===== config.mk =====
export PLATFORM = sky130hd
export DESIGN_NAME = snake_dir_queue
export DESIGN_NICKNAME = d
export VERILOG_FILES = /design/src/rtl/snake_dir_queue.sv
export SDC_FILE = /design/constraint.sdc
export NUM_CORES = 1
export LEC_CHECK = 0
export ABC_CLOCK_PERIOD_IN_PS = 3700
export CORE_MARGIN = 4
export CORE_UTILIZATION = 55
export DETAILED_ROUTE_END_ITERATION = 8
export PLACE_DENSITY_LB_ADDON = 0.15
export SYNTH_ARGS = -nofsm -noshare
export SYNTH_HDL_FRONTEND = slang
export SYNTH_SLANG_ARGS = --single-unit

===== constraint.sdc =====
create_clock -name clk -period 3.7 [get_ports clk]
set_input_delay 0.74 -clock clk [delete_from_list [all_inputs] [get_ports clk]]
set_output_delay 0.74 -clock clk [all_outputs]
set_load 0.05 [all_outputs]

===== src/rtl/snake_dir_queue.sv =====
// Snake game direction controller: per-player button synchroniser/debouncer,
// turn validation against the latest pending direction, and a turn FIFO drained one entry per tick.
module snake_dir_queue #(
    parameter int         N_PLAYERS       = 2,
    parameter int         DEBOUNCE_CYCLES = 16,
    parameter int         QUEUE_DEPTH     = 2,
    parameter logic [4:0] INIT_DIR        = 5'b10000,
    localparam int        CW              = $clog2(QUEUE_DEPTH + 1)
) (
    input  logic                    clk,
    input  logic                    rst,
    input  logic                    tick,
    input  logic [N_PLAYERS-1:0]    btn_u,
    input  logic [N_PLAYERS-1:0]    btn_d,
    input  logic [N_PLAYERS-1:0]    btn_r,
    input  logic [N_PLAYERS-1:0]    btn_l,
    output logic [5*N_PLAYERS-1:0]  dir,
    output logic [CW*N_PLAYERS-1:0] q_count,
    output logic [N_PLAYERS-1:0]    overflow
);
    localparam int DCW = $clog2(DEBOUNCE_CYCLES + 1);
    localparam int PW  = (QUEUE_DEPTH > 1) ? $clog2(QUEUE_DEPTH) : 1;

    localparam logic [4:0] DIR_R = 5'b10000;
    localparam logic [4:0] DIR_D = 5'b01000;
    localparam logic [4:0] DIR_L = 5'b00100;
    localparam logic [4:0] DIR_U = 5'b00010;

    // Swaps R<->L and D<->U in the one-hot encoding.
    function automatic logic [4:0] opposite(input logic [4:0] d);
        return {d[2], d[1], d[4], d[3], 1'b0};
    endfunction

    function automatic logic [PW-1:0] ptr_inc(input logic [PW-1:0] p);
        return (p == PW'(QUEUE_DEPTH - 1)) ? '0 : p + PW'(1);
    endfunction

    for (genvar p = 0; p < N_PLAYERS; p++) begin : g_player
        // Button vectors are ordered {U, L, D, R}, matching selection priority.
        logic [3:0]     raw;
        logic [3:0]     sync1;
        logic [3:0]     sync2;
        logic [3:0]     level;
        logic [3:0]     level_q;
        logic [3:0]     press;
        logic [DCW-1:0] cnt [4];

        logic [4:0]     cand;
        logic           cand_valid;
        logic [4:0]     ref_dir;
        logic           accept;
        logic           do_push;
        logic           do_pop;
        logic           drop;

        logic [4:0]     mem [QUEUE_DEPTH];
        logic [PW-1:0]  head;
        logic [PW-1:0]  tail;
        logic [PW-1:0]  last;
        logic [CW-1:0]  count;
        logic [4:0]     dir_r;
        logic           ovf_r;

        assign raw = {btn_u[p], btn_l[p], btn_d[p], btn_r[p]};

        // NOTE: sequential state uses non-blocking assignments so every flop
        // samples pre-edge values regardless of statement order.
        always_ff @(posedge clk or posedge rst) begin
            if (rst) begin
                sync1   <= '0;
                sync2   <= '0;
                level   <= '0;
                level_q <= '0;
                press   <= '0;
                for (int b = 0; b < 4; b++) cnt[b] <= '0;
            end else begin
                sync1   <= raw;
                sync2   <= sync1;
                level_q <= level;
                press   <= level & ~level_q;
                for (int b = 0; b < 4; b++) begin
                    if (sync2[b] == level[b]) begin
                        cnt[b] <= '0;
                    end else if (cnt[b] == DCW'(DEBOUNCE_CYCLES - 1)) begin
                        cnt[b]   <= '0;
                        level[b] <= ~level[b];
                    end else begin
                        cnt[b] <= cnt[b] + DCW'(1);
                    end
                end
            end
        end

        assign last = (tail == '0) ? PW'(QUEUE_DEPTH - 1) : tail - PW'(1);

        // NOTE: every always_comb output gets a default first so no path can infer a latch.
        always_comb begin
            cand       = '0;
            cand_valid = |press;
            if (press[3])      cand = DIR_U;
            else if (press[2]) cand = DIR_L;
            else if (press[1]) cand = DIR_D;
            else if (press[0]) cand = DIR_R;

            ref_dir = (count != '0) ? mem[last] : dir_r;
            accept  = cand_valid && (cand != ref_dir) && (cand != opposite(ref_dir));
            do_pop  = tick && (count != '0);
            // A pop on the same edge frees the slot a full FIFO would otherwise refuse.
            do_push = accept && ((count < CW'(QUEUE_DEPTH)) || do_pop);
            drop    = accept && !do_push;
        end

        // NOTE: FIFO storage has no reset; occupancy gates every read, so stale
        // entries are never observed and the array can map to plain registers/RAM.
        always_ff @(posedge clk) begin
            if (do_push) mem[tail] <= cand;
        end

        always_ff @(posedge clk or posedge rst) begin
            if (rst) begin
                head  <= '0;
                tail  <= '0;
                count <= '0;
                dir_r <= INIT_DIR;
                ovf_r <= 1'b0;
            end else begin
                ovf_r <= drop;
                if (do_push) tail <= ptr_inc(tail);
                if (do_pop) begin
                    head  <= ptr_inc(head);
                    dir_r <= mem[head];
                end
                case ({do_push, do_pop})
                    2'b10:   count <= count + CW'(1);
                    2'b01:   count <= count - CW'(1);
                    default: count <= count;
                endcase
            end
        end

        assign dir[5*p +: 5]       = dir_r;
        assign q_count[CW*p +: CW] = count;
        assign overflow[p]         = ovf_r;
    end

endmodule


==> Word-level counts from Yosys, hierarchy flattened <==
Memory sizes are Yosys's and may differ from the RTL's. A register that Yosys moved wholly into a read port is not among the register bits.
Index checks and enable logic that the tools add are counted.
Widths: inputs -> output; s select.
{ "classes": {"n_mux": 38, "n_bitwise": 20, "add_sub_neg": 18, "magnitude_cmp": 2, "n_eq_ne": 24, "n_reduce_logical": 28} }
{ "ops": {"columns": ["cell", "n"], "rows": [
  ["$mux 5", 26],
  ["$add 5x1->5 const B", 8],
  ["$eq 5x4->1 const B", 8],
  ["$ne 5x5->1", 4],
  ["$not 1->1", 16],
  ["$reduce_and 2->1", 8],
  ["$logic_and 1x1->1", 10],
  ["$mux 1", 10],
  ["$and 4x4->4", 2],
  ["$eq 1x1->1", 8],
  ["$not 4->4", 2],
  ["$pmux 2 s2", 2],
  ["$reduce_bool 2->1", 4],
  ["$reduce_or 4->1", 2],
  ["$add 1x1->1 const B", 4],
  ["$add 2x1->2 const B", 2],
  ["$eq 2x1->1 const B", 2],
  ["$eq 2x2->1 const B", 2],
  ["$lt 2x2->1 const B", 2],
  ["$sub 2x1->2 const B", 2],
  ["$logic_not 1->1", 2],
  ["$logic_or 1x1->1", 2],
  ["$sub 1x1->1 const B", 2]
]} }
{ "totals": {"ff_bits": 90, "ramBits": 20, "input_bits": 11, "output_inout_bits": 16, "memories": 2} }
{ "memory_table": {"columns": ["memory", "depth", "word_bits", "rd", "rd_ports_with_merged_regs", "write_ports", "line", "source"], "rows": [
  ["g_player[0].mem", 2, 5, 2, 1, 1, "56", "logic [4:0] mem [QUEUE_DEPTH];"],
  ["g_player[1].mem", 2, 5, 2, 1, 1, "56", null]
]} }

==> Longest topological paths before layout <==
{ "depth": {"depth_word": 10, "ltp_mapped": 10} }

==> Least setup slack after synthesis <==
No wires, ideal clock.
{ "synth_timing": {"kind": "register to register", "start": "reg g_player[1].count[0]", "end": "reg g_player[1].count[1]", "arrival_time_ns": 2.367, "path_buffers": 1, "path_slack_ns": 1.253, "setup_time_ns": 0.079, "path_stages_with_launch": 10, "period_less_slack_ns": 2.447, "required_ns": 3.621, "path_cell_list": "dfrtp_1 or2_2 clkbuf_1 a211oi_1 nor4_2 a32oi_2 nand3_2 ha_1 nor2_1 xor2_1"} }
{ "synth_between": {"elab_chain_cells": 8} }
{ "synth_lines": {"columns": ["item", "line", "source"], "rows": [
  ["from (decl)", "60", "logic [CW-1:0] count;"],
  ["from (signal assigned)", "134", "2'b10: count <= count + CW'(1);"],
  ["from (signal assigned)", "135", "2'b01: count <= count - CW'(1);"],
  ["from (signal assigned)", "136", "default: count <= count;"],
  ["$reduce_bool 2->1", "105, 107", null],
  ["$mux 5", "105", "ref_dir = (count != '0) ? mem[last] : dir_r;"],
  ["$ne 5x5->1", "106", "accept = cand_valid && (cand != ref_dir) && (cand != opposite(ref_dir));"],
  ["$logic_and 1x1->1 (2 in series)", "106", null],
  ["$logic_and 1x1->1", "109", "do_push = accept && ((count < CW'(QUEUE_DEPTH)) || do_pop);"],
  ["$eq 2x1->1 or $eq 2x2->1 (tied branches)", "133", "case ({do_push, do_pop})"],
  ["$pmux 2 s2 or $reduce_bool 2->1 (tied branches)", null, null]
]} }
Several ways; a longest one is shown, not always the timed one.
A chain may end at the register's enable or synchronous reset.

==> Worst setup path in the final report <==
{ "layout_timing": {"start": "reg g_player[1].count[0]", "end": "out q_count[2]"} }
{ "layout_lines": {"columns": ["item", "line", "source"], "rows": [
  ["to (decl)", "18", "output logic [CW*N_PLAYERS-1:0] q_count,"]
]} }
No word-level cell between the ends.

==> out/metrics.cfg <==
[setup_path]
cpLargestDelayFamily = buffers and inverters
crit_path_start_kind = register
crit_slowest_cell = clkdlybuf4s50_1
worst-path-buf-inv = 1
endpoint_kind = output port
critPathMaxStageDelay_ps = 880
critPathMaxFanout = 13
crit_chain = clkdlybuf4s50_1
path_class = register to output port
worstPathRequired_ps = 2960
worstPathArrival_ps = 1960

[timing]
finalClockSkew_ps = 22.0
rsz0062_at_grt = false
worstMarginPinSlew_ps = 616
hold_violations = 0
relSlewSlack = 0.589
max_freq_mhz = 371
tns_ps = 0
min_period_over_period = 0.729
final.min_clock_period_ps = 2700
finalSetupViolCount = 0
maxSlewViolCount = 0

[clocking]
root_buffer = clkbuf_8
cts.htree.levels = 4
clock_path_buffers = 2
ctsHoldBuffers = 0
cts_setup_buffers = 0
cts.clk_slew.worst_paths_ps = 60
ctsResizeCount = 0
cts_tree = done
cts_buffers = 17
insertion_delay_ps = 520
cts.sinks = 114

[layout]
areaGrowthSynthToFinish_pct = 19.7
antenna-diode-count = 0
nNetsFinal = 432
layout-drive-gt1-share = 0.127

[detailed_routing]
drc = 0
num_vias = 2790
first_pass_iters = 5
first_iter_violations = 76
wirelength_mm = 7.60
ant_nets = 0
viasPerCell = 5.27
wl_per_cell_um = 14.4

[floorplanning]
die_area_mm2 = 0.0102
fp.dieH_um = 101
fp.coreArea_mm2 = 0.00830
die_w_um = 101
start_util = 0.572
ios = 27
std_cell_rows = 33

[synth]
synth.distinct_cells = 44
synth_enable_flop_cells = 16
synth-seq-cells = 114
ys_seq_area_frac = 0.619
yosys.area.top_type = dfrtp_1
synth_area_leaders = dfrtp_1 (51%), edfxtp_1 (10%), xor2_1 (6.3%)
syn_avg_cell_area_um2 = 12.6
synth_top_area_frac = 0.506
yosysWarnings = 0
synthArstFlopShare = 0.860
synth_cells = 377
synth_area_mm2 = 0.00474
synth_most_common_cell = dfrtp_1
synth_ff_type = dfrtp_1
synth_common_cells = dfrtp_1 (96), nor2_1 (41), xor2_1 (34)

[pwr]
power.density_mw_per_mm2 = 539
p_leak_nw = 2.72
power_mw = 3.06
ir_drop_uv = 371

[status]
status = completed

[global_route]
track_usage = 0.172
grt_pass1_vias = 2844
grt_antenna_before_repair = 0
grt_pass1_wl_mm = 13.2
grt_start_max_net_pins = 51
grt-ovfl-total = 0

[placed_design]
numPortBuffers = 24
place_congestion = 0.849
dp_hpwl_mm = 4.80

[min_path]
hp-class = register to register

[flow_run]
drv_cap = 0

final timing paths:
kind	depth (start not counted)	slack, ps	start	to
max in group asynchronous	3	2350	rst	g_player[1].count[1]
min	0	350	g_player[0].sync1[0]	g_player[0].sync2[0]
min reg2reg	0	350	g_player[0].sync1[0]	g_player[0].sync2[0]
max	1	1000	g_player[1].count[0]	q_count[2]
min in group asynchronous	2	660	rst	g_player[0].sync2[1]
max reg2reg	9	1130	g_player[1].count[0]	g_player[1].count[1]
stage by stage:
step | worst slack (ps) | cells | utilization | area [um^2] | hold WS (ps)
detailed placement | 1240 | 497 | 0.611 | 5070 | 335
CTS | 986 | 529 | 0.684 | 5680 | 348
floorplan | 401 | 378 | - | 4750 | 331
global route | 900 | 529 | 0.684 | 5680 | 354
finish | 1000 | 529 | 0.684 | 5680 | 348
global placement | 1300 | 497 | 0.611 | 5070 | 332
power by group:
group          switching [mW]  total, mW  leakage, nW  internal (mW)
clock network           0.605       1.66        0.295           1.05
registers              0.0201       1.32         1.49           1.30
logic                  0.0507     0.0847        0.935         0.0340
total                   0.676       3.06         2.72           2.39
flip-flops by register name (all words and copies together) (netlist names):
register	count
g_player.cnt	40
g_player.mem	16
g_player.dir_r	8
g_player.level	8
g_player.level_q	8
g_player.press	8
g_player.sync1	8
g_player.sync2	8
g_player.count	4
g_player.head	2
g_player.ovf_r	2
g_player.tail	2
cell families (layout without fill, tap and decap cells):
logic type,count (synthesis),count (layout),share of synthesized area
other,1,2,0.000790
AO/OA/AOI/OAI,32,32,0.0451
flip-flops,114,114,0.619
buffers and inverters,27,73,0.0269
multiplexers,30,30,0.0678
AND/OR/NAND/NOR,119,119,0.133
XOR/XNOR,44,44,0.0812
adder cells (fa/ha/maj),10,10,0.0264
layout make-up:
cell class,count,area (um^2)
clock buffers,18,428
fillers,609,2620
multi-input cells,237,1690
well taps,105,131
inverters,16,62.6
clock inverters,14,178
repair buffers,25,260
flip-flops and latches,114,2940
placed cells by master, fill, tap and decap left out, drive strengths merged, types with 16 or more instances in the layout:
cell type / netlist / routed
clkbuf: 1 / 18
dfrtp: 96 / 96
clkdlybuf4s50: 0 / 24
xor2: 34 / 34
nor2: 41 / 41
o21ai: 19 / 19
mux2i: 16 / 16
inv: 15 / 20
edfxtp: 16 / 16
nand3: 18 / 18
metal layers:
metal  wire, um  global-route usage  share of wire  vias up
li1           -                   -              -     1359
met1       3570               0.223           0.47     1359
met2       3630               0.259           0.48       64
met3        338              0.0740          0.044        8
met4         70              0.0622         0.0092        0
met5          0                   0              0        -
(Power assumes the default switching activity.)
==> patch 1, RTL diff (same flow settings) <==
Register the output `q_count` once more, without a reset; this adds one clock of latency there. The other outputs are not delayed to match.
--- a/src/rtl/snake_dir_queue.sv
+++ b/src/rtl/snake_dir_queue.sv
@@ -25,6 +25,8 @@
     localparam logic [4:0] DIR_D = 5'b01000;
     localparam logic [4:0] DIR_L = 5'b00100;
     localparam logic [4:0] DIR_U = 5'b00010;
+
+    logic [CW*N_PLAYERS-1:0] q_count_d;
 
     // Swaps R<->L and D<->U in the one-hot encoding.
     function automatic logic [4:0] opposite(input logic [4:0] d);
@@ -139,8 +141,12 @@
         end
 
         assign dir[5*p +: 5]       = dir_r;
-        assign q_count[CW*p +: CW] = count;
+        assign q_count_d[CW*p +: CW] = count;
         assign overflow[p]         = ovf_r;
+    end
+
+    always_ff @(posedge clk) begin
+        q_count <= q_count_d;
     end
 
 endmodule
Behaviour: same outputs for any inputs over 10 cycles, from zero or initial values and one cycle with rst high; that may be too few to reach the edited logic, so the function may still have changed.
==> patch 1 against the original RTL <==
- first-iteration DRC count is 42% higher
- register-to-register slack better by 0.19 ns
- wire length is 7.5% lower
- sequential power is 3% higher
- sequential cell count is 4 higher
- sequential share of layout area is 1.3 points higher
- fmax is 3.1% higher
- hold slack hardly changed
- total power is 0.40% lower
- worst setup slack better by 0.082 ns
- area after synthesis is 0.61% higher
- die area is 0.56% higher
- design area is 0.26% higher
- global-route usage is 1.9 points lower
==> patch 1: results (changes against the original RTL) <==
Routing
  • DR iter-0 viols: 108 (was 76)
  • 1st-pass router iterations: 4 (was 5)
  • Drt via density: 5.112 (was 5.274)
  • Routed WL per cell: 13.55 um (was 14.37 um)

Yosys
  • Synth top cells by count: 96 x dfrtp_1, 42 x nor2_1, 39 x xor2_1 (was 96 x dfrtp_1, 41 x nor2_1, 34 x xor2_1)
  • Asr flop ratio synth: 0.8305 (was 0.8596)
  • Mux cell area share after synthesis: 0.07287 (was 0.06777)
  • Seq/Total Area, Yosys: 0.6317 (was 0.6187)
  • Xor/xnor cell area share of the yosys netlist: 0.08807 (was 0.08122)
  • Synth Area in Compound Gates: 0.02647 (was 0.04509)
  • Cells after Synth: 366 (was 377)
  • Ranking of synthesized cells by area: dfrtp_1 50%, edfxtp_1 10%, xor2_1 7.2% (was dfrtp_1 51%, edfxtp_1 10%, xor2_1 6.3%)
  • Adder-Cell Fraction of Synth Area: 0.02621 (was 0.02637)
  • Yosys cell types: 41 (was 44)

Clock network
  • Clock Tree Buf Depth: 2 (unchanged)
  • Post-CTS Setup Inserts: 0 (unchanged)
  • Clock slew at reported path FFs: 0.06 ns (about the same)

Global route
  • First-pass GRT wire length: 11970 um (was 13210 um)
  • Number of global-route vias before repair: 2675 (was 2844)
  • GRT Util Overall: 0.1528 (was 0.1720)
  • Largest net degree at the start of global routing: 55 (was 51)

Cells and area
  • Final-stage net count: 422 (was 432)
  • Filler cells: 608 (was 609)
  • Cell Count, Final, Fillers Out: 519 (was 529)

Timing
  • Worst slew pin tran: 0.6735 ns (was 0.6161 ns)
  • Final Cycle Share: 0.7065 (was 0.7287)
  • Final Skew: 0.007693 ns (was 0.02204 ns)

Critical path
  • FF-to-FF path depth: 8 (was 9)
  • Crit-path max cell delay: 0.81 ns (was 0.88 ns)
  • Worst R2R Setup Slack: 1.32 ns (was 1.13 ns)
  • Worst-path maximum fanout: 3 (was 13)
  • Crit path from: g_player[1].dir_r[4] (was g_player[1].count[0])

Run status
  • Status: finished, final reports clean (unchanged)

Placement
  • RePlAce Congestion: 0.7703 (was 0.8491)
  • Dpl cells: 487 (was 497)

Worst hold path
  • Worst hold start: g_player[1].sync1[1] (was g_player[0].sync1[0])

Power and ir drop
  • P_leak: 2.732 nW (was 2.720 nW)
  • Worst VDD drop: 0.4832 mV (was 0.3713 mV)
  • Internal power: 2.396 mW (was 2.387 mW)
patch 1: metrics by stage:
step	util	total power [mW]	area [sq um]	hold slack (ns)
final	0.6829	3.050	5695	0.3477
after global routing	0.6829	3.164	5695	0.3567
after CTS	0.6829	3.084	5695	0.3489
after detailed placement	0.6116	1.473	5101	0.3355
after global placement	0.6116	1.468	5101	0.3331
after floorplan	-	1.442	4777	0.3312
patch 1: layer usage:
layer,global-route usage,part of all wire,up-vias
met1,0.1912,0.46,1299
met3,0.05785,0.039,11
met5,0,0,-
met4,0.06135,0.017,0
li1,-,-,1300
met2,0.2414,0.48,43
patch 1: power by group through the flow:
stage	clock, mW	combinational (mW)	sequential [mW]
after global routing	1.70	0.0995	1.37
after global placement	0	0.0835	1.38
final	1.60	0.0848	1.36
after CTS	1.63	0.0880	1.36
after detailed placement	0	0.0873	1.39
after floorplan	0	0.0606	1.38
patch 1: cells by family after synthesis:
logic type	Yosys count
DFF	118
and+or+nand+nor	114
xor gates and xnor gates	48
muxes	30
buffers and inverters	23
AOI/OAI and AO/OA	22
adders and majority gates	10
other	1
patch 1: layout make-up:
cell class | count | area [sq um] | area share
repair buffers | 25 | 260.3 | 0.04569
well taps | 105 | 131.4 | 0.02307
flip-flops and latches | 118 | 3015 | 0.5294
clock buffers | 19 | 452.9 | 0.07953
clock inverters | 13 | 141.4 | 0.02482
multi-input cells | 226 | 1643 | 0.2884
inverters | 13 | 51.30 | 0.009007
patch 1: worst paths after layout:
kind                                   endpoint
max in group asynchronous  g_player[1].dir_r[4]
max reg2reg                g_player[1].count[1]
max                                      dir[9]
min                        g_player[1].sync2[1]
min in group asynchronous  g_player[0].sync1[2]
min reg2reg                g_player[1].sync2[1]
==> patch 2, RTL diff (same flow settings) <==
Made on the original files. Set the parameter `N_PLAYERS` to 4 (it was 2).
--- a/src/rtl/snake_dir_queue.sv
+++ b/src/rtl/snake_dir_queue.sv
@@ -1,7 +1,7 @@
 // Snake game direction controller: per-player button synchroniser/debouncer,
 // turn validation against the latest pending direction, and a turn FIFO drained one entry per tick.
 module snake_dir_queue #(
-    parameter int         N_PLAYERS       = 2,
+    parameter int         N_PLAYERS       = 4,
     parameter int         DEBOUNCE_CYCLES = 16,
     parameter int         QUEUE_DEPTH     = 2,
     parameter logic [4:0] INIT_DIR        = 5'b10000,
Interface: changed (7 resized); port bits go from 27 to 51. No check against the original RTL was run, so the function may have changed too.
==> patch 2 against the original RTL <==
- non-clock buffer count increased by 23
- utilization decreased by 4.0 points
- area after synthesis increased by 96%
- worst setup slack improved by 0.081 ns
- design area increased by 88%
- total power increased by 66%
- sequential cell count increased by 114
- die area increased by 87%
- wire length increased by 92%
- clock skew decreased by 0.014 ns
- register-to-register slack improved by 0.13 ns
- first-iteration DRC count increased to 3.3 times the old value
- largest cell class unchanged
- highest routed layer unchanged
==> patch 2: results (changes against the original RTL) <==
Routing
  • Drt via density: 5.155 (was 5.274)
  • DR iter-0 viols: 253 (was 76)
  • Final WL: 14620 um (was 7604 um)
  • 1st-pass router iterations: 4 (was 5)

Placement
  • Hpwl dp: 10170 um (was 4799 um)
  • # port buffers: 46 (was 24)
  • Dpl cells: 967 (was 497)
  • Dpl ws: 1.035 ns (was 1.242 ns)

Yosys
  • EDFF count, synth: 32 (was 16)
  • Adder-Cell Fraction of Synth Area: 0.02695 (was 0.02637)
  • Yosys cell types: 41 (was 44)
  • Xor/xnor cell area share of the yosys netlist: 0.09245 (was 0.08122)
  • Seq/Total Area, Yosys: 0.6323 (was 0.6187)
  • Cells after Synth: 715 (was 377)
  • Synth top cells by count: 192 x dfrtp_1, 84 x nor2_1, 81 x xor2_1 (was 96 x dfrtp_1, 41 x nor2_1, 34 x xor2_1)
  • Synth Area in Compound Gates: 0.02332 (was 0.04509)
  • Yosys warning count: 0 (unchanged)

Cells and area
  • Final-stage net count: 811 (was 432)
  • # diodes: 0 (unchanged)
  • Filler cells: 1278 (was 609)
  • Layout cells sized above 1: 0.1093 (was 0.1274)
  • Cell Count, Final, Fillers Out: 1007 (was 529)
  • Regs by FF count: g_player.cnt x80, g_player.mem x32 (was g_player.cnt x40, g_player.mem x16)

Clock network
  • Root buf cell: clkbuf_16 (was clkbuf_8)
  • Clk_lat worst skew: 0.49 ns (was 0.52 ns)
  • CTS Buf Count: 23 (was 17)
  • Clock Tree Buf Depth: 3 (was 2)
  • H-tree depth: 1 (was 4)

Critical path
  • Worst R2R Setup Slack: 1.26 ns (was 1.13 ns)
  • Worst-path maximum fanout: 3 (was 13)
  • R2R Path Start: g_player[2].count[0] (was g_player[1].count[0])
  • Worst EP arrival: 1.88 ns (was 1.96 ns)

Worst hold path
  • Hold path endpoint: g_player[1].sync2[2] (was g_player[0].sync2[0])
  • Worst hold start: g_player[1].sync1[2] (was g_player[0].sync1[0])

Timing
  • Worst slew pin tran: 0.8629 ns (was 0.6161 ns)
  • Final Skew: 0.007970 ns (was 0.02204 ns)

Global route
  • GRT Util Overall: 0.1652 (was 0.1720)
  • Largest net degree at the start of global routing: 126 (was 51)
  • First-pass GRT wire length: 25580 um (was 13210 um)
  • Initial antenna violation count: 0 (unchanged)

Power and ir drop
  • Worst VDD drop: 0.5341 mV (was 0.3713 mV)

Run status
  • Status: finished, final reports clean (unchanged)
-- patch 2: layout make-up --
class | count | area (sq um) | area share
clock inverter | 7 | 60.06 | 0.005618
inverter | 25 | 97.59 | 0.009129
clock buffer | 33 | 695.7 | 0.06507
sequential | 228 | 5871 | 0.5492
timing repair buffer | 48 | 488.0 | 0.04565
tap | 220 | 275.3 | 0.02575
multi-input combinational | 446 | 3203 | 0.2996
-- patch 2: kinds of logic (layout without fill, tap and decap cells) --
group	count (synthesis)	after routing
flops	228	228
simple gates	222	222
xor+xnor	98	98
mux	62	62
buf+inv	44	113
compound gates	40	40
fa+ha+maj	20	20
other cells	1	4
-- patch 2: worst max-delay path by stage --
stage / start / end / slack, ns
floorplan: rst / g_player[0].cnt[0] / 0.43
global placement: tick / g_player[0].count[1] / 1.09
detailed placement: tick / g_player[1].count[1] / 1.03
CTS: g_player[0].dir_r[4] / dir[4] / 1.05
global route: g_player[2].count[0] / q_count[4] / 1.01
finish: g_player[0].dir_r[4] / dir[4] / 1.08
-- patch 2: per-layer routing --
layer | share of wire | up-vias | wire length [um] | global-route usage
li1 | - | 2510 | - | -
met2 | 0.51 | 83 | 7404 | 0.2815
met5 | 0 | - | 0 | 0
met1 | 0.43 | 2566 | 6267 | 0.2161
met4 | 0.025 | 0 | 365 | 0.05982
met3 | 0.040 | 32 | 578 | 0.02612
-- patch 2: power by group --
| part | total [mW] | switching [mW] | internal, mW |
|---|---|---|---|
| registers | 2.64 | 0.0407 | 2.60 |
| clock network | 2.27 | 0.895 | 1.37 |
| logic | 0.167 | 0.102 | 0.0650 |
| total | 5.07 | 1.04 | 4.04 |
-- patch 2: through the flow --
stage	util	area [sq um]	hold slack [ns]
global route	0.6446	10690	0.3554
global placement	0.5991	9935	0.3326
detailed placement	0.5991	9935	0.3356
CTS	0.6446	10690	0.3490
finish	0.6446	10690	0.3450
floorplan	-	9299	0.3312
